===== src/rtl/otter_uart_tx_if.sv =====
// System bus responder port bundle for the UART transmitter.
// Handshake: master raises bus_req with stable we/addr/wdata/be and holds it until it sees bus_ack;
// the slave answers with a single-cycle bus_ack, bus_rdata is valid only while bus_ack=1 and is 0 otherwise.
interface otter_uart_tx_if;
  logic        bus_req;
  logic        bus_we;
  logic [31:0] bus_addr;
  logic [31:0] bus_wdata;
  logic [3:0]  bus_be;
  logic [31:0] bus_rdata;
  logic        bus_ack;

  modport master (
    output bus_req, bus_we, bus_addr, bus_wdata, bus_be,
    input  bus_rdata, bus_ack
  );

  modport slave (
    input  bus_req, bus_we, bus_addr, bus_wdata, bus_be,
    output bus_rdata, bus_ack
  );
endinterface


===== src/rtl/otter_uart_tx.sv =====
// Memory-mapped 8N1 UART transmitter: bus register file, TX FIFO and a frame engine.
// The engine state is exported on dbg_state (0 idle, 1 start, 2 data, 3 stop).
module otter_uart_tx #(
  parameter logic [31:0] BASE_ADDR  = 32'h1100_0000,
  parameter int          FIFO_DEPTH = 8,
  parameter logic [15:0] DIV_RESET  = 16'd868
) (
  input  logic             clk,
  input  logic             rst,
  otter_uart_tx_if.slave   bus,
  output logic             uart_tx,
  output logic [1:0]       dbg_state
);

  localparam int AW = $clog2(FIFO_DEPTH);
  localparam int CW = AW + 1;

  typedef enum logic [1:0] {
    S_IDLE  = 2'd0,
    S_START = 2'd1,
    S_DATA  = 2'd2,
    S_STOP  = 2'd3
  } tx_state_t;

  // ---------------- bus decode ----------------
  logic        ack_q;
  logic [31:0] rdata_q;
  logic        sel;
  logic [3:0]  off;
  logic        wr;
  logic        push;
  logic        wr_ovf_clr;
  logic        wr_div_lo;
  logic        wr_div_hi;
  logic [31:0] rd_mux;
  logic [31:0] status;

  // A new access is never accepted while ack is high, so back-to-back acks cannot occur.
  assign sel        = bus.bus_req && (bus.bus_addr[31:4] == BASE_ADDR[31:4]) && !ack_q;
  assign off        = bus.bus_addr[3:0];
  assign wr         = sel && bus.bus_we;
  assign push       = wr && (off == 4'h0) && bus.bus_be[0];
  assign wr_ovf_clr = wr && (off == 4'h4) && bus.bus_be[0] && bus.bus_wdata[3];
  assign wr_div_lo  = wr && (off == 4'h8) && bus.bus_be[0];
  assign wr_div_hi  = wr && (off == 4'h8) && bus.bus_be[1];

  assign bus.bus_ack   = ack_q;
  assign bus.bus_rdata = rdata_q;

  logic unused_bus_bits;
  assign unused_bus_bits = ^{bus.bus_wdata[31:16], bus.bus_be[3:2]};

  // ---------------- registers ----------------
  logic [15:0] div;
  logic        ovf;

  // ---------------- FIFO ----------------
  logic [7:0]    mem [FIFO_DEPTH];
  logic [AW-1:0] wptr;
  logic [AW-1:0] rptr;
  logic [CW-1:0] count;
  logic          full;
  logic          empty;
  logic          pop;
  logic          push_ok;
  logic [7:0]    cnt8;

  assign full    = (count == CW'(FIFO_DEPTH));
  assign empty   = (count == '0);
  // When full, a simultaneous pop frees the slot the push lands in.
  assign push_ok = push && (!full || pop);
  assign cnt8    = 8'(count);

  // ---------------- frame engine ----------------
  tx_state_t   state;
  tx_state_t   state_n;
  logic [7:0]  shift;
  logic [7:0]  shift_n;
  logic [2:0]  bit_cnt;
  logic [15:0] clk_cnt;
  logic [15:0] shadow;
  logic [15:0] period_m1;
  logic        bit_end;
  logic        load;
  logic        tx_d;
  logic        tx_q;
  logic        busy;

  assign busy      = (state != S_IDLE) || !empty;
  assign status    = {16'h0000, cnt8, 4'h0, ovf, empty, full, busy};
  assign period_m1 = (shadow == 16'd0) ? 16'd0 : (shadow - 16'd1);
  assign bit_end   = (clk_cnt == period_m1);
  assign uart_tx   = tx_q;
  assign dbg_state = state;

  always_comb begin
    rd_mux = '0;
    case (off)
      4'h4:    rd_mux = status;
      4'h8:    rd_mux = {16'h0000, div};
      default: rd_mux = '0;
    endcase
  end

  always_comb begin
    state_n = state;
    pop     = 1'b0;
    load    = 1'b0;
    case (state)
      S_IDLE: begin
        if (!empty) begin
          pop     = 1'b1;
          load    = 1'b1;
          state_n = S_START;
        end
      end
      S_START: begin
        if (bit_end) state_n = S_DATA;
      end
      S_DATA: begin
        if (bit_end && (bit_cnt == 3'd7)) state_n = S_STOP;
      end
      S_STOP: begin
        // Chain straight into the next start bit when more data is waiting.
        if (bit_end) begin
          if (!empty) begin
            pop     = 1'b1;
            load    = 1'b1;
            state_n = S_START;
          end else begin
            state_n = S_IDLE;
          end
        end
      end
      default: state_n = S_IDLE;
    endcase
  end

  always_comb begin
    shift_n = shift;
    if (load) begin
      shift_n = mem[rptr];
    end else if ((state == S_DATA) && bit_end) begin
      shift_n = {1'b0, shift[7:1]};
    end
    case (state_n)
      S_START: tx_d = 1'b0;
      S_DATA:  tx_d = shift_n[0];
      default: tx_d = 1'b1;
    endcase
  end

  always_ff @(posedge clk) begin
    if (!rst) begin
      ack_q   <= 1'b0;
      rdata_q <= '0;
      div     <= DIV_RESET;
      ovf     <= 1'b0;
      wptr    <= '0;
      rptr    <= '0;
      count   <= '0;
    end else begin
      ack_q   <= sel;
      rdata_q <= (sel && !bus.bus_we) ? rd_mux : '0;
      if (wr_div_lo) div[7:0]  <= bus.bus_wdata[7:0];
      if (wr_div_hi) div[15:8] <= bus.bus_wdata[15:8];
      if (wr_ovf_clr) begin
        ovf <= 1'b0;
      end else if (push && !push_ok) begin
        ovf <= 1'b1;
      end
      if (push_ok) wptr <= wptr + 1'b1;
      if (pop)     rptr <= rptr + 1'b1;
      case ({push_ok, pop})
        2'b10:   count <= count + 1'b1;
        2'b01:   count <= count - 1'b1;
        default: count <= count;
      endcase
    end
  end

  always_ff @(posedge clk) begin
    if (push_ok) mem[wptr] <= bus.bus_wdata[7:0];
  end

  always_ff @(posedge clk) begin
    if (!rst) begin
      state   <= S_IDLE;
      shift   <= '0;
      bit_cnt <= '0;
      clk_cnt <= '0;
      shadow  <= DIV_RESET;
      tx_q    <= 1'b1;
    end else begin
      state <= state_n;
      shift <= shift_n;
      tx_q  <= tx_d;
      // The bit period is frozen for the whole frame at the moment the byte is popped.
      if (load) shadow <= div;
      if (load || bit_end || (state_n == S_IDLE)) begin
        clk_cnt <= '0;
      end else begin
        clk_cnt <= clk_cnt + 16'd1;
      end
      if (state == S_START) begin
        bit_cnt <= '0;
      end else if ((state == S_DATA) && bit_end) begin
        bit_cnt <= bit_cnt + 3'd1;
      end
    end
  end

endmodule


===== src/flat_wrapper.sv =====
// flat-port wrapper written by rule: the top's interface ports become plain ports
module otter_uart_tx_flat 
#(
  parameter logic [31:0] BASE_ADDR  = 32'h1100_0000,
  parameter int          FIFO_DEPTH = 8,
  parameter logic [15:0] DIV_RESET  = 16'd868
)
  (clk, rst, uart_tx, dbg_state, bus_bus_req, bus_bus_we, bus_bus_addr, bus_bus_wdata, bus_bus_be, bus_bus_rdata, bus_bus_ack);
  otter_uart_tx_if bus_i ();
  input  logic clk;
  input  logic rst;
  output logic uart_tx;
  output logic [1:0] dbg_state;
  input wire logic [$bits(bus_i.bus_req)-1:0] bus_bus_req;
  input wire logic [$bits(bus_i.bus_we)-1:0] bus_bus_we;
  input wire logic [$bits(bus_i.bus_addr)-1:0] bus_bus_addr;
  input wire logic [$bits(bus_i.bus_wdata)-1:0] bus_bus_wdata;
  input wire logic [$bits(bus_i.bus_be)-1:0] bus_bus_be;
  output wire logic [$bits(bus_i.bus_rdata)-1:0] bus_bus_rdata;
  output wire logic [$bits(bus_i.bus_ack)-1:0] bus_bus_ack;
  assign bus_i.bus_req = bus_bus_req;
  assign bus_i.bus_we = bus_bus_we;
  assign bus_i.bus_addr = bus_bus_addr;
  assign bus_i.bus_wdata = bus_bus_wdata;
  assign bus_i.bus_be = bus_bus_be;
  assign bus_bus_rdata = bus_i.bus_rdata;
  assign bus_bus_ack = bus_i.bus_ack;
  otter_uart_tx #(.BASE_ADDR(BASE_ADDR), .FIFO_DEPTH(FIFO_DEPTH), .DIV_RESET(DIV_RESET)) u_core (.clk(clk), .rst(rst), .bus(bus_i), .uart_tx(uart_tx), .dbg_state(dbg_state));
endmodule

===== config.mk =====
export PLATFORM = sky130hd
export DESIGN_NAME = otter_uart_tx_flat
export DESIGN_NICKNAME = d
export VERILOG_FILES = /design/src/rtl/otter_uart_tx_if.sv /design/src/rtl/otter_uart_tx.sv /design/src/flat_wrapper.sv
export SDC_FILE = /design/constraint.sdc
export NUM_CORES = 1
export LEC_CHECK = 0
export ABC_AREA = 1
export CAP_MARGIN = 10
export CORE_MARGIN = 2
export CORE_UTILIZATION = 59
export CTS_CLUSTER_SIZE = 10
export DETAILED_ROUTE_END_ITERATION = 8
export GPL_TIMING_DRIVEN = 0
export PLACE_DENSITY = 0.89
export SETUP_SLACK_MARGIN = 0.2
export SLEW_MARGIN = 15
export SYNTH_ARGS = -nofsm -noshare
export SYNTH_HDL_FRONTEND = slang
export SYNTH_SLANG_ARGS = --single-unit

===== constraint.sdc =====
create_clock -name clk -period 6.85 [get_ports clk]
set_input_delay 2.055 -clock clk [delete_from_list [all_inputs] [get_ports clk]]
set_output_delay 2.055 -clock clk [all_outputs]
set_load 0.02 [all_outputs]

Word level (Yosys, flattened, before mapping)
Memory sizes are Yosys's and may differ from the RTL's. A register that Yosys moved wholly into a read port is not among the register bits.
Cells that the tools add are included.

word-level totals
  register bits after elaboration = 106
  latch bits = 0
  memory bits (writable) = 64
  ROM bits = 0
  bits of input ports = 72
  output and inout bits = 36
  memories = 1

operators by class
  $add $sub $neg = 7
  multipliers = 0
  divide/modulo/power cells = 0
  $lt $le $gt $ge = 0
  equality and inequality tests = 13
  shift-type cells = 0
  multiplexer cells = 19
  bitwise gates (word level) = 1
  reduce and logical (&&, ||, !) cells = 37

memories
  name        depth  width  rd ports  clocked after Yosys merged registers in  write ports  RTL line             text
  u_core.mem  8      8      1         1                                        1            otter_uart_tx.sv:58  logic [7:0] mem [FIFO_DEPTH];

operators with widths
  kind                                                 count
  case mux 16 bit (2 select lines)                     1
  == test 28 x 25 -> 1 bit (second input constant)     1
  adder 16 x 1 -> 16 bit (second input constant)       1
  == test 16 bit                                       1
  logical AND 1 bit                                    16
  zero test 16 bit                                     1
  two-way mux 16 bit                                   1
  two-way mux 8 bit                                    2
  subtractor 16 x 1 -> 16 bit (second input constant)  1
  adder 3 x 1 -> 3 bit (second input constant)         3
  == test 2 bit (second input constant)                4
  == test 4 bit (second input constant)                2
  zero test 4 bit                                      2
  two-way mux 2 bit                                    4
  case mux 2 bit (4 select lines)                      1
  case mux 4 bit (2 select lines)                      1
  == test 2 x 1 -> 1 bit (second input constant)       3
  two-way mux 3 bit                                    2
  nonzero test 2 bit                                   3
  OR reduction 2 bit                                   3
  zero test 1 bit                                      5
  two-way mux 1 bit                                    5
  adder 4 x 1 -> 4 bit (second input constant)         1
  == test 4 x 3 -> 1 bit (second input constant)       1
  other kinds (7)                                      12

Logic depth before layout (Yosys ltp)
Gate-level depths: netlist (run 1).

  depth after elaboration = 9
  depth in mapped cells = 30

Least setup slack after synthesis (run 1)
No wires, ideal clock.

  path kind = input-to-reg
  start = input bus_bus_addr[15]
  end = memory u_core.mem[1][0], enable pin
  setup time = 0.383 ns
  arrival = 3.977 ns
  required time = 6.467 ns
  setup slack = 2.489 ns
  stages = 10
  buffers on the path = 0
  cell sequence = or2_2 -> nor4_1 -> nand2_1 -> inv_1 -> nand2_1 -> nor2_1 -> inv_1 -> a21oi_2 -> nand2_1 -> nor3_1

between the ends
  cells in the longest elaborated chain, start to end = 9

RTL lines
  item                                     RTL line              text
  start, declared                          flat_wrapper.sv:16    input wire logic [$bits(bus_i.bus_addr)-1:0] bus_bus_addr;
  == test 28 x 25 -> 1 bit                 otter_uart_tx.sv:39   assign sel = bus.bus_req && (bus.bus_addr[31:4] == BASE_ADDR[31:4]) && !ack_q;
  logical AND 1 bit (2 in series)          otter_uart_tx.sv:39
  logical AND 1 bit                        otter_uart_tx.sv:41   assign wr = sel && bus.bus_we;
  logical AND 1 bit (2 in series)          otter_uart_tx.sv:42   assign push = wr && (off == 4'h0) && bus.bus_be[0];
  logical AND 1 bit                        otter_uart_tx.sv:71   assign push_ok = push && (!full || pop);
  two-way mux 1 bit                        otter_uart_tx.sv:183  if (push_ok) mem[wptr] <= bus.bus_wdata[7:0];
  two-way mux 1 bit (implied by the code)  otter_uart_tx.sv:183
  end, declared                            otter_uart_tx.sv:58

Every way passes these cells.

Worst setup path after layout (run 1)
  start = input bus_bus_addr[15]
  end = register u_core.count[3]

between the ends
  cells in the longest elaborated chain, start to end = 9
  elaborated cells on any way between the ends = 11

RTL lines
  item                                                                   RTL line              text
  == test 28 x 25 -> 1 bit (*)                                           otter_uart_tx.sv:39
  logical AND 1 bit (*) (2 in series)                                    otter_uart_tx.sv:39
  logical AND 1 bit (*)                                                  otter_uart_tx.sv:41
  logical AND 1 bit (*) (2 in series)                                    otter_uart_tx.sv:42
  logical AND 1 bit (*)                                                  otter_uart_tx.sv:71
  == test 2 x 1 -> 1 bit or == test 2 bit (tied branches)                otter_uart_tx.sv:174  case ({push_ok, pop})
  case mux 4 bit (2 select lines) or nonzero test 2 bit (tied branches)  n/a
  end signal, assigned                                                   otter_uart_tx.sv:175  2'b10: count <= count + 1'b1;
  end signal, assigned                                                   otter_uart_tx.sv:176  2'b01: count <= count - 1'b1;
  end signal, assigned                                                   otter_uart_tx.sv:177  default: count <= count;
  end, declared                                                          otter_uart_tx.sv:61   logic [CW-1:0] count;

Every way passes the cells marked *; elsewhere a longest branch is shown, timed or not.
A chain may end at the register's enable or synchronous reset.

==> parameters.txt, run 1 <==
Parameter                              Value

Yosys
  Synthesis-stage register bit count    157
  Post-synthesis sequential area ratio    50.5%
  Per-instance average area after synthesis    8.25 µm²
  Area of the mapped netlist    0.00749 mm²
  Gate Count Post-Synth    908
  Ys Warns    0
  Number of distinct library cell variants in the gate-level netlist after synthesis    43

Power and ir drop
  Pleak    3.55 nW
  Switching power    0.00127 W
  Ratio of total power to cell area    358 mW/mm²
  Clock power share    30.1%
  Int Pwr    0.00200 W
  Switching share of power    38.9%
  Flop pwr share    35.5%
  Max VDD drop    0.258 mV
  Logic gate share of total power    34.4%

Place
  DP HPWL    12.9 mm
  Worst slack at placement    1.46 ns
  Final estimated routing congestion in global placement    0.958
  Number of port buffers    72

STA
  Unrepaired setup endpoints after global routing    false
  Worst setup skew after layout    0.0175 ns
  Share of the cycle needed by the critical path after routing    68.3%
  Clock period minus worst slack    4.68 ns
  Worst slew margin    30.5%
  Peak Freq    214 MHz
  Final Worst Setup Slack    2.17 ns
  Setup violations, final    0
  Final hold violations    0
  Max-slew violation count    0
  Slew @ Worst Pin    1.04 ns
  TNS Setup    0 ns

Layout
  Count of nets after finishing    1101
  Antenna Cells    0
  Fraction of layout cells with a size suffix above 1    9.25%
  Area Growth Syn to Fin    22.0%

Die
  Die H    117 µm
  Initial standard-cell utilization of the core    59.8%
  Number of standard-cell rows in the floorplan    41
  Die width    117 µm
  Number of top-level design ports    108
  Core area    0.0125 mm²
  Area of the die    0.0136 mm²

Clock network
  Clk_lat worst skew    0.43 ns
  Buffers inserted by post-CTS timing repair    0
  Maximum buffer depth of the clock tree    2
  Sink count of the clock tree    157
  TritonCTS clock tree    done
  CTS clock-pin slew for the worst setup and hold paths    0.07 ns
  Number of buffers created by CTS    17
  Number of buffers inserted by hold repair at cts    0
  Clock root buffer    clkbuf_16
  Count of cells resized by post-cts repair    0
  Number of levels in the clock H-tree    4

Worst setup path
  Stages on the worst setup path    18
  Most frequent CP cell    nand2_1
  End of the worst register-to-register path    u_core.count[3]
  Required time worst endpoint    7.21 ns
  Depth of the worst register-to-register path    27
  Endpoint class of the critical path    flop
  Max stage delay on crit path    0.41 ns
  Gate family responsible for the most delay along the worst path    simple AND/OR/NAND/NOR gates
  Crit path max-delay cell type    clkdlybuf4s50_1
  Worst Setup Start Kind    input port
  Worst setup path class    in2reg
  Register-to-register setup slack    2.81 ns
  Arrival time of the worst setup path    5.04 ns
  Crit path to    u_core.count[3]
  Worst path buffer plus inverter count    4
  Launch point of the worst reg-to-reg path    u_core.shadow[0]
  Crit path cell chain    clkdlybuf4s50_1, or2_2, nor4_1, nand2_1, inv_1, nand2_1, nor2_1, inv_1, nand2_4, inv_1, ha_1, nand2_1, nand2_1, a31oi_1, nand4_1, nand3_1, nand2_1, nor2_1
  Worst setup path startpoint    bus_bus_addr[15]
  Worst-path fanout max    6

Route
  Antenna Violating Nets Remaining    0
  DRT iter0 DRCs    936
  DR vias    6755
  Remaining DRCs    0
  Via-to-Cell Ratio    5.63
  First drt pass iteration count    6
  Average detailed-routed wire length per instance    15.6 µm
  Total wire length    18.7 mm

GRT
  Vias in the first global route    6298
  Initial antenna violation count    0
  Global-route congestion overflow total    0
  Gr usage total    28.4%
  Wire length of the first global-routing pass    29.8 mm
  Largest net degree at the start of global routing    18

Hold path
  Number of cells on the worst hold path    2
  Path category of the worst min-delay check    reg2reg

Run status
  Outcome    finished clean

Flow run
  Max-capacitance violation count    0
worst min path at each step:
| stage | startpoint | to | slack, ns |
|---|---|---|---|
| detailed placement | u_core.ovf | u_core.ovf | 0.44 |
| global placement | u_core.ovf | u_core.ovf | 0.44 |
| floorplan | u_core.ovf | u_core.ovf | 0.43 |
| global route | u_core.ovf | u_core.ovf | 0.48 |
| finish | u_core.ovf | u_core.ovf | 0.45 |
| CTS | u_core.ovf | u_core.ovf | 0.45 |
power by group through the flow:
stage	sequential [W]	clock [W]	combinational [W]
after CTS	0.00116	0.000983	0.00110
after floorplan	0.00116	0	0.000790
final	0.00116	0.000984	0.00113
after detailed placement	0.00117	0	0.00108
after global routing	0.00117	0.00102	0.00126
after global placement	0.00117	0	0.00105
placed cells by master (no fill, tap or decap), drive strengths merged, types with 8 or more instances in the layout:
master / instances
o221ai: 8
o21ai: 71
nand4: 28
a31oi: 8
buf: 26
nor2: 132
clkbuf: 37
edfxtp: 64
xor2: 12
a21oi: 42
inv: 110
nor3: 27
nand2: 167
nand3: 58
conb: 16
clkdlybuf4s50: 72
ha: 14
dfxtp: 93
synth_stat cells, drive strengths merged:
cell type / n / area, µm²
nand3: 58 / 308
o21bai: 2 / 15.0
or2: 2 / 12.5
clkinv: 2 / 8.75
nand2: 167 / 657
ha: 14 / 175
nand3b: 2 / 15.0
nor3: 27 / 135
o22ai: 7 / 43.8
a31oi: 8 / 50.1
xnor2: 2 / 17.5
o21a: 1 / 7.51
a21oi: 42 / 214
clkbuf: 19 / 71.3
xor2: 12 / 105
dfxtp: 93 / 1860
and3: 1 / 6.26
nor2: 132 / 541
buf: 26 / 200
nor4: 4 / 25.0
a22oi: 2 / 15.0
conb: 1 / 3.75
o211ai: 3 / 22.5
nand4: 28 / 181
inv: 103 / 387
fa: 1 / 20.0
o221ai: 8 / 70.1
o21ai: 71 / 355
edfxtp: 64 / 1920
a211oi: 6 / 45.0
routing by layer:
metal  routed length [µm]  track usage, %
met5                    0               0
met1                 7550            35.8
met4                  577            11.1
met3                 1580            7.16
met2                 9010            47.2
per-stage QoR:
stage / instance area (µm²) / util [%] / power (W) / hold WS (ns) / std cells
final: 9140 / 73.0 / 0.00327 / 0.451 / 1199
after global routing: 9140 / 73.0 / 0.00345 / 0.480 / 1199
after CTS: 9120 / 72.9 / 0.00324 / 0.452 / 1199
after detailed placement: 8500 / 67.9 / 0.00226 / 0.443 / 1167
after global placement: 8480 / 67.8 / 0.00222 / 0.435 / 1167
after floorplan: 7550 / - / 0.00195 / 0.425 / 923
final cells by class:
type                            count  area [µm²]
Multi-Input combinational cell    616        3140
Clock inverter                     14         190
Sequential cell                   157        3780
Timing Repair Buffer               72         721
Buffer                             45         272
Inverter                          105         395
Fill cell                         882        3370
Tap cell                          172         215
Clock buffer                       18         429
kinds of logic after synthesis:
logic type                 count (synthesis)  share of synthesized area [%]
other                                      1                         0.0501
buffers and inverters                    150                           8.90
DFF                                      157                           50.5
adders and majority gates                 15                           2.61
xor gates and xnor gates                  14                           1.64
AOI/OAI and AO/OA                        150                           11.2
and+or+nand+nor                          421                           25.1
worst min-delay path, stage by stage, from the launching register on:
cell and delay (ns):
dfxtp_1 0.31, inv_1 0.05, a21oi_1 0.05
registers in the layout, indices dropped and copies added (netlist names), named ones only:
register and cells:
u_core.uart_tx 1, u_core.wptr 3, u_core.mem 64, u_core.bus.bus_rdata 16, u_core.dbg_state 2, u_core.count 4
u_core.bus.bus_ack 1, u_core.clk_cnt 16, u_core.shift 8, u_core.div 16, u_core.ovf 1, u_core.rptr 3
u_core.bit_cnt 3, u_core.shadow 16
No activity file was read; power rests on OpenSTA's default activity.
==> run 2: changes to the inputs <==
Settings changed: CORE_UTILIZATION 59 to 55, PLACE_DENSITY 0.89 to 0.84.
Clock period 6.85 ns to 4.8 ns, I/O delays scaled along.
==> run 2 against run 1 <==
Clock-buffer cell count decreased by 1. Via count increased by 0.21%. Clock skew shrank 0.00066 ns. Die area grew 7.0%. Sequential power rose by 42%. Critical endpoint unchanged. Highest routed layer unchanged.
==> parameters.txt, run 2 (synthesized netlist as in run 1, its figures left out) <==
Parameter                              Value

Run status
  Outcome    finished clean

Route
  Remaining DRCs    0
  DR vias    6769
  Via-to-Cell Ratio    5.63
  Average detailed-routed wire length per instance    16.0 µm
  Antenna Violating Nets Remaining    0
  Total wire length    19.2 mm
  DRT iter0 DRCs    762
  First drt pass iteration count    6

Layout
  Fraction of layout cells with a size suffix above 1    9.44%
  Register ranked first by flip-flop count    u_core.mem
  Reg area    0.00378 mm²
  Antenna Cells    0
  Area Growth Syn to Fin    22.3%
  Count of nets after finishing    1101
  Fillers    1023
  Most used cells in the layout excluding fill and tap cells    nand2_1, nor2_1, inv_1
  Commonest non-fill, non-tap cell in the layout    nand2_1
  Number of flip-flops in the largest register    64
  Area taken by multi-input logic gates    0.00314 mm²
  Post-Route Utilization    68.9%

Power and ir drop
  Switching power    0.00185 W
  Max VDD drop    0.374 mV
  Clock power share    30.3%
  Ratio of total power to cell area    514 mW/mm²
  Switching share of power    39.3%
  Int Pwr    0.00286 W
  Flop pwr share    35.1%
  Pleak    3.56 nW
  Logic gate share of total power    34.5%

STA
  Slew @ Worst Pin    1.18 ns
  Share of the cycle needed by the critical path after routing    86.2%
  Unrepaired setup endpoints after global routing    false
  TNS Setup    0 ns
  Peak Freq    242 MHz
  Worst slew margin    20.8%
  Worst setup skew after layout    0.0169 ns
  Clock period minus worst slack    4.14 ns
  Final hold violations    0
  Max-slew violation count    0
  Setup violations, final    0

Clock network
  Maximum buffer depth of the clock tree    2
  Number of levels in the clock H-tree    4
  CTS clock-pin slew for the worst setup and hold paths    0.07 ns
  Clock root buffer    clkbuf_16
  Clk_lat worst skew    0.44 ns
  Number of buffers created by CTS    17
  TritonCTS clock tree    done
  Sink count of the clock tree    157

GRT
  Largest net degree at the start of global routing    18
  Gr usage total    27.5%
  Initial antenna violation count    0
  Vias in the first global route    6382
  Global-route congestion overflow total    0
  Wire length of the first global-routing pass    31.0 mm

Worst setup path
  Register-to-register setup slack    0.66 ns
  Depth of the worst register-to-register path    26
  Endpoint class of the critical path    flop
  Worst Setup Start Kind    flop
  Arrival time of the worst setup path    4.47 ns
  Worst setup path class    reg2reg
  Launch point of the worst reg-to-reg path    u_core.shadow[0]
  End of the worst register-to-register path    u_core.count[3]
  Worst-path fanout max    10
  Required time worst endpoint    5.14 ns

Die
  Number of standard-cell rows in the floorplan    42
  Core area    0.0133 mm²
  Die width    121 µm
  Number of top-level design ports    108
  Area of the die    0.0146 mm²
  Die H    121 µm
  Initial standard-cell utilization of the core    56.3%

Hold path
  Startpoint of the lowest-slack hold path    u_core.div[9]
  Path category of the worst min-delay check    reg2reg
  Number of cells on the worst hold path    2
  Worst hold path endpoint    u_core.bus.bus_rdata[9]

Place
  Final estimated routing congestion in global placement    0.865
  Number of port buffers    72
  DP HPWL    13.1 mm

Flow run
  Max-capacitance violation count    0
## run 2: what timing repair did
item / CTS / global route
buffers inserted: 0 / 0
hold buffers: 0 / 0
endpoints found under the setup margin: 0 / 1
resized for setup: 0 / 1
## run 2: critical path: stages (launching register included)
cell	delay, ns
dfxtp_1	0.37
clkinvlp_4	0.18
ha_1	0.27
nand2_1	0.21
nor2_1	0.09
nand2_2	0.09
buf_2	0.22
nand3_1	0.12
nand2_1	0.09
nand3_1	0.09
nor2_1	0.09
nand2_1	0.07
nor2_2	0.23
nand3_1	0.18
nand2_2	0.14
nand2_4	0.10
clkinv_2	0.08
buf_6	0.15
nand2_4	0.09
inv_1	0.10
ha_1	0.27
nand2_1	0.09
nand2_1	0.04
a31oi_1	0.22
nand4_1	0.19
a21oi_1	0.19
nor2_1	0.06
## run 2: worst max path at each step
| stage | from | to | slack [ns] | cells past startpoint |
|---|---|---|---|---|
| 3_3_place_gp | bus_bus_addr[15] | u_core.mem[1][5] | -0.008 | 11 |
| 2_1_floorplan | bus_bus_addr[15] | u_core.mem[1][0] | 1.05 | 10 |
| 6_report | u_core.shadow[0] | u_core.count[3] | 0.66 | 26 |
| 5_1_grt | u_core.shadow[0] | u_core.count[3] | 0.22 | 27 |
| 3_5_place_dp | bus_bus_addr[15] | u_core.mem[2][7] | -0.05 | 11 |
| 4_1_cts | bus_bus_addr[15] | u_core.mem[2][6] | 0.43 | 11 |
## run 2: final cells by class
| type | instances | share of cell area, % |
|---|---|---|
| flip-flops and latches | 157 | 41.3 |
| multi-input cells | 616 | 34.2 |
| repair buffers | 72 | 7.87 |
| clock buffers | 17 | 4.64 |
| inverters | 105 | 4.36 |
| plain buffers | 45 | 2.96 |
| well taps | 176 | 2.40 |
| clock inverters | 15 | 2.21 |
## run 2: metal layers
| layer | up-vias | wire length [µm] | global-route usage (%) |
|---|---|---|---|
| met5 | - | 0 | 0 |
| met4 | 0 | 558 | 12.6 |
| li1 | 3242 | - | - |
| met2 | 365 | 9380 | 46.6 |
| met1 | 3102 | 7790 | 33.6 |
| met3 | 60 | 1490 | 5.80 |
## run 2: metrics by stage
stage | setup slack [ns] | cells | area, µm² | power (W) | hold slack [ns]
global placement | -0.00777 | 1171 | 8490 | 0.00317 | 0.436
finish | 0.663 | 1203 | 9160 | 0.00470 | 0.469
detailed placement | -0.0463 | 1171 | 8510 | 0.00322 | 0.438
global route | 0.218 | 1203 | 9160 | 0.00495 | 0.487
floorplan | 1.05 | 923 | 7550 | 0.00278 | 0.425
CTS | 0.426 | 1203 | 9140 | 0.00467 | 0.468
## run 2: power by group through the flow
stage	clock, W	sequential (W)	combinational (W)
after global routing	0.00149	0.00168	0.00179
after detailed placement	0	0.00167	0.00155
final	0.00143	0.00165	0.00162
after CTS	0.00143	0.00165	0.00159
after floorplan	0	0.00165	0.00113
after global placement	0	0.00167	0.00150
==> run 3: changes to the inputs <==
Settings changed: CTS_CLUSTER_DIAMETER from default to 150.
Clock period 4.8 ns to 4.4 ns, I/O delays scaled along.
==> run 3 against run 2 <==
Routed wire length is essentially flat. Hold slack gained 0.0010 ns. Final cell count grew 0.17%. Largest power group unchanged. Via count shrank 1.1%. Register-to-register slack lost 0.097 ns. Worst setup slack lost 0.097 ns. Global-route usage is essentially flat. Die area is the same. Total power grew 9.8%. Clock-buffer cell count is the same.
==> parameters.txt, run 3 (synthesized netlist as in run 1, its figures left out) <==
Parameter                              Value

STA
  Peak Freq    261 MHz
  Unrepaired setup endpoints after global routing    false
  Worst setup skew after layout    0.0191 ns
  Final Worst Setup Slack    0.566 ns
  Slew @ Worst Pin    1.18 ns
  Share of the cycle needed by the critical path after routing    87.1%
  Final hold violations    0
  Max-slew violation count    0
  Worst slew margin    20.6%
  Setup violations, final    0
  Clock period minus worst slack    3.83 ns

Die
  Die H    121 µm
  Initial standard-cell utilization of the core    56.3%
  Number of standard-cell rows in the floorplan    42
  Area of the die    0.0146 mm²
  Core area    0.0133 mm²
  Number of top-level design ports    108
  Die width    121 µm

Route
  DRT iter0 DRCs    692
  Via-to-Cell Ratio    5.55
  Total wire length    19.2 mm
  Average detailed-routed wire length per instance    16.0 µm
  DR vias    6693
  First drt pass iteration count    5
  Remaining DRCs    0
  Antenna Violating Nets Remaining    0

Power and ir drop
  Pleak    3.57 nW
  Switching power    0.00204 W
  Clock power share    30.3%
  Flop pwr share    35.0%
  Int Pwr    0.00313 W
  Logic gate share of total power    34.7%
  Max VDD drop    0.413 mV
  Switching share of power    39.5%
  Ratio of total power to cell area    561 mW/mm²

Worst setup path
  Arrival time of the worst setup path    4.18 ns
  Launch point of the worst reg-to-reg path    u_core.shadow[0]
  Required time worst endpoint    4.74 ns
  Gate family responsible for the most delay along the worst path    simple AND/OR/NAND/NOR gates
  Max stage delay on crit path    0.37 ns
  Most frequent CP cell    nand2_1
  Endpoint class of the critical path    flop
  Register-to-register setup slack    0.57 ns
  Crit path max-delay cell type    dfxtp_1
  Worst setup path startpoint    u_core.shadow[0]
  Worst path buffer plus inverter count    5
  End of the worst register-to-register path    u_core.count[3]
  Worst Setup Start Kind    flop
  Depth of the worst register-to-register path    26
  Worst setup path class    reg2reg
  Worst-path fanout max    10

Clock network
  Maximum buffer depth of the clock tree    2
  CTS clock-pin slew for the worst setup and hold paths    0.07 ns
  Clock root buffer    clkbuf_16
  Sink count of the clock tree    157
  Clk_lat worst skew    0.45 ns
  Number of buffers inserted by hold repair at cts    0
  Number of buffers created by CTS    17
  TritonCTS clock tree    done
  Number of levels in the clock H-tree    4

Layout
  Post-Route Utilization    69.2%
  Most used cells in the layout excluding fill and tap cells    nand2_1, nor2_1, inv_1
  Antenna Cells    0
  Cell area after layout    0.00921 mm²
  Fraction of layout cells with a size suffix above 1    10.0%
  Number of flip-flops in the largest register    64
  Register ranked first by flip-flop count    u_core.mem
  Commonest non-fill, non-tap cell in the layout    nand2_1
  Count of nets after finishing    1103
  Area Growth Syn to Fin    22.9%

Place
  Final estimated routing congestion in global placement    0.865
  Number of port buffers    72
  DP HPWL    13.1 mm
  Worst slack at placement    -0.326 ns
  Area after detailed placement    0.00851 mm²

Hold path
  Path category of the worst min-delay check    reg2reg
  Startpoint of the lowest-slack hold path    u_core.div[9]
  Number of cells on the worst hold path    2
  Worst hold path endpoint    u_core.bus.bus_rdata[9]

GRT
  Wire length of the first global-routing pass    31.1 mm
  Vias in the first global route    6382
  Largest net degree at the start of global routing    18
  Initial antenna violation count    0
  Gr usage total    27.5%
  Global-route congestion overflow total    0

Flow run
  Max-capacitance violation count    0

Run status
  Outcome    finished clean
==> run 3: changes by cell type in the layout (fill, tap and decap cells not counted), sizes merged <==
cell,change
buf,+1
clkbuf,+1
==> run 3: power by group through the flow <==
| stage | clock network (W) | logic [W] | registers (W) |
|---|---|---|---|
| 3_5_place_dp | 0 | 0.00169 | 0.00183 |
| 4_1_cts | 0.00156 | 0.00173 | 0.00180 |
| 6_report | 0.00156 | 0.00179 | 0.00181 |
| 5_1_grt | 0.00162 | 0.00198 | 0.00183 |
| 3_3_place_gp | 0 | 0.00163 | 0.00182 |
| 2_1_floorplan | 0 | 0.00123 | 0.00180 |
==> run 3: timing repair <==
action                                 4_1_cts  5_1_grt
cloned                                       0        0
setup endpoints to repair                   24       65
endpoints found under the hold margin        0        0
buffers inserted                             0        2
resized for setup                            3        8
pin swaps                                    0        1
==> run 3: stage by stage <==
| step | hold WS [ns] | TNS, ns | total power, W | cells |
|---|---|---|---|---|
| 6_report | 0.470 | 0 | 0.00516 | 1205 |
| 5_1_grt | 0.487 | 0 | 0.00543 | 1205 |
| 4_1_cts | 0.468 | 0 | 0.00509 | 1203 |
| 3_5_place_dp | 0.438 | -6.64 | 0.00351 | 1171 |
| 3_3_place_gp | 0.436 | -13.91 | 0.00345 | 1171 |
| 2_1_floorplan | 0.425 | 0 | 0.00303 | 923 |
==> run 3: worst max-delay path by stage <==
stage	to	slack [ns]	depth (start not counted)
3_5_place_dp	u_core.mem[2][7]	-0.33	11
6_report	u_core.count[3]	0.57	26
2_1_floorplan	u_core.mem[1][0]	0.77	10
3_3_place_gp	u_core.mem[1][5]	-0.29	11
5_1_grt	u_core.count[3]	0.19	27
4_1_cts	u_core.count[3]	0.28	26
==> run 3: final cells by class <==
type                       instances  area (µm²)
fill                            1015        4090
tap                              176         220
sequential                       157        3780
buffer                            45         274
clock inverter                    15         203
clock buffer                      17         425
multi-input combinational        616        3160
timing repair buffer              74         736
inverter                         105         399
==> run 3: worst register-to-register path: cells and delay by family (launching register included) <==
kind                       cells  cell delay, ns
and+or+nand+nor               17            1.79
DFF                            1            0.37
AOI/OAI and AO/OA              2            0.37
adders and majority gates      2            0.53
buffers and inverters          5            0.67
==> run 3: metal layers <==
metal  global-route usage (%)  vias up  routed length (µm)
met5                        0        -                   0
met4                     12.7        0                 641
met1                     33.7     3054                7840
met2                     46.5      338                9240
met3                     5.85       64                1510
li1                         -     3237                   -
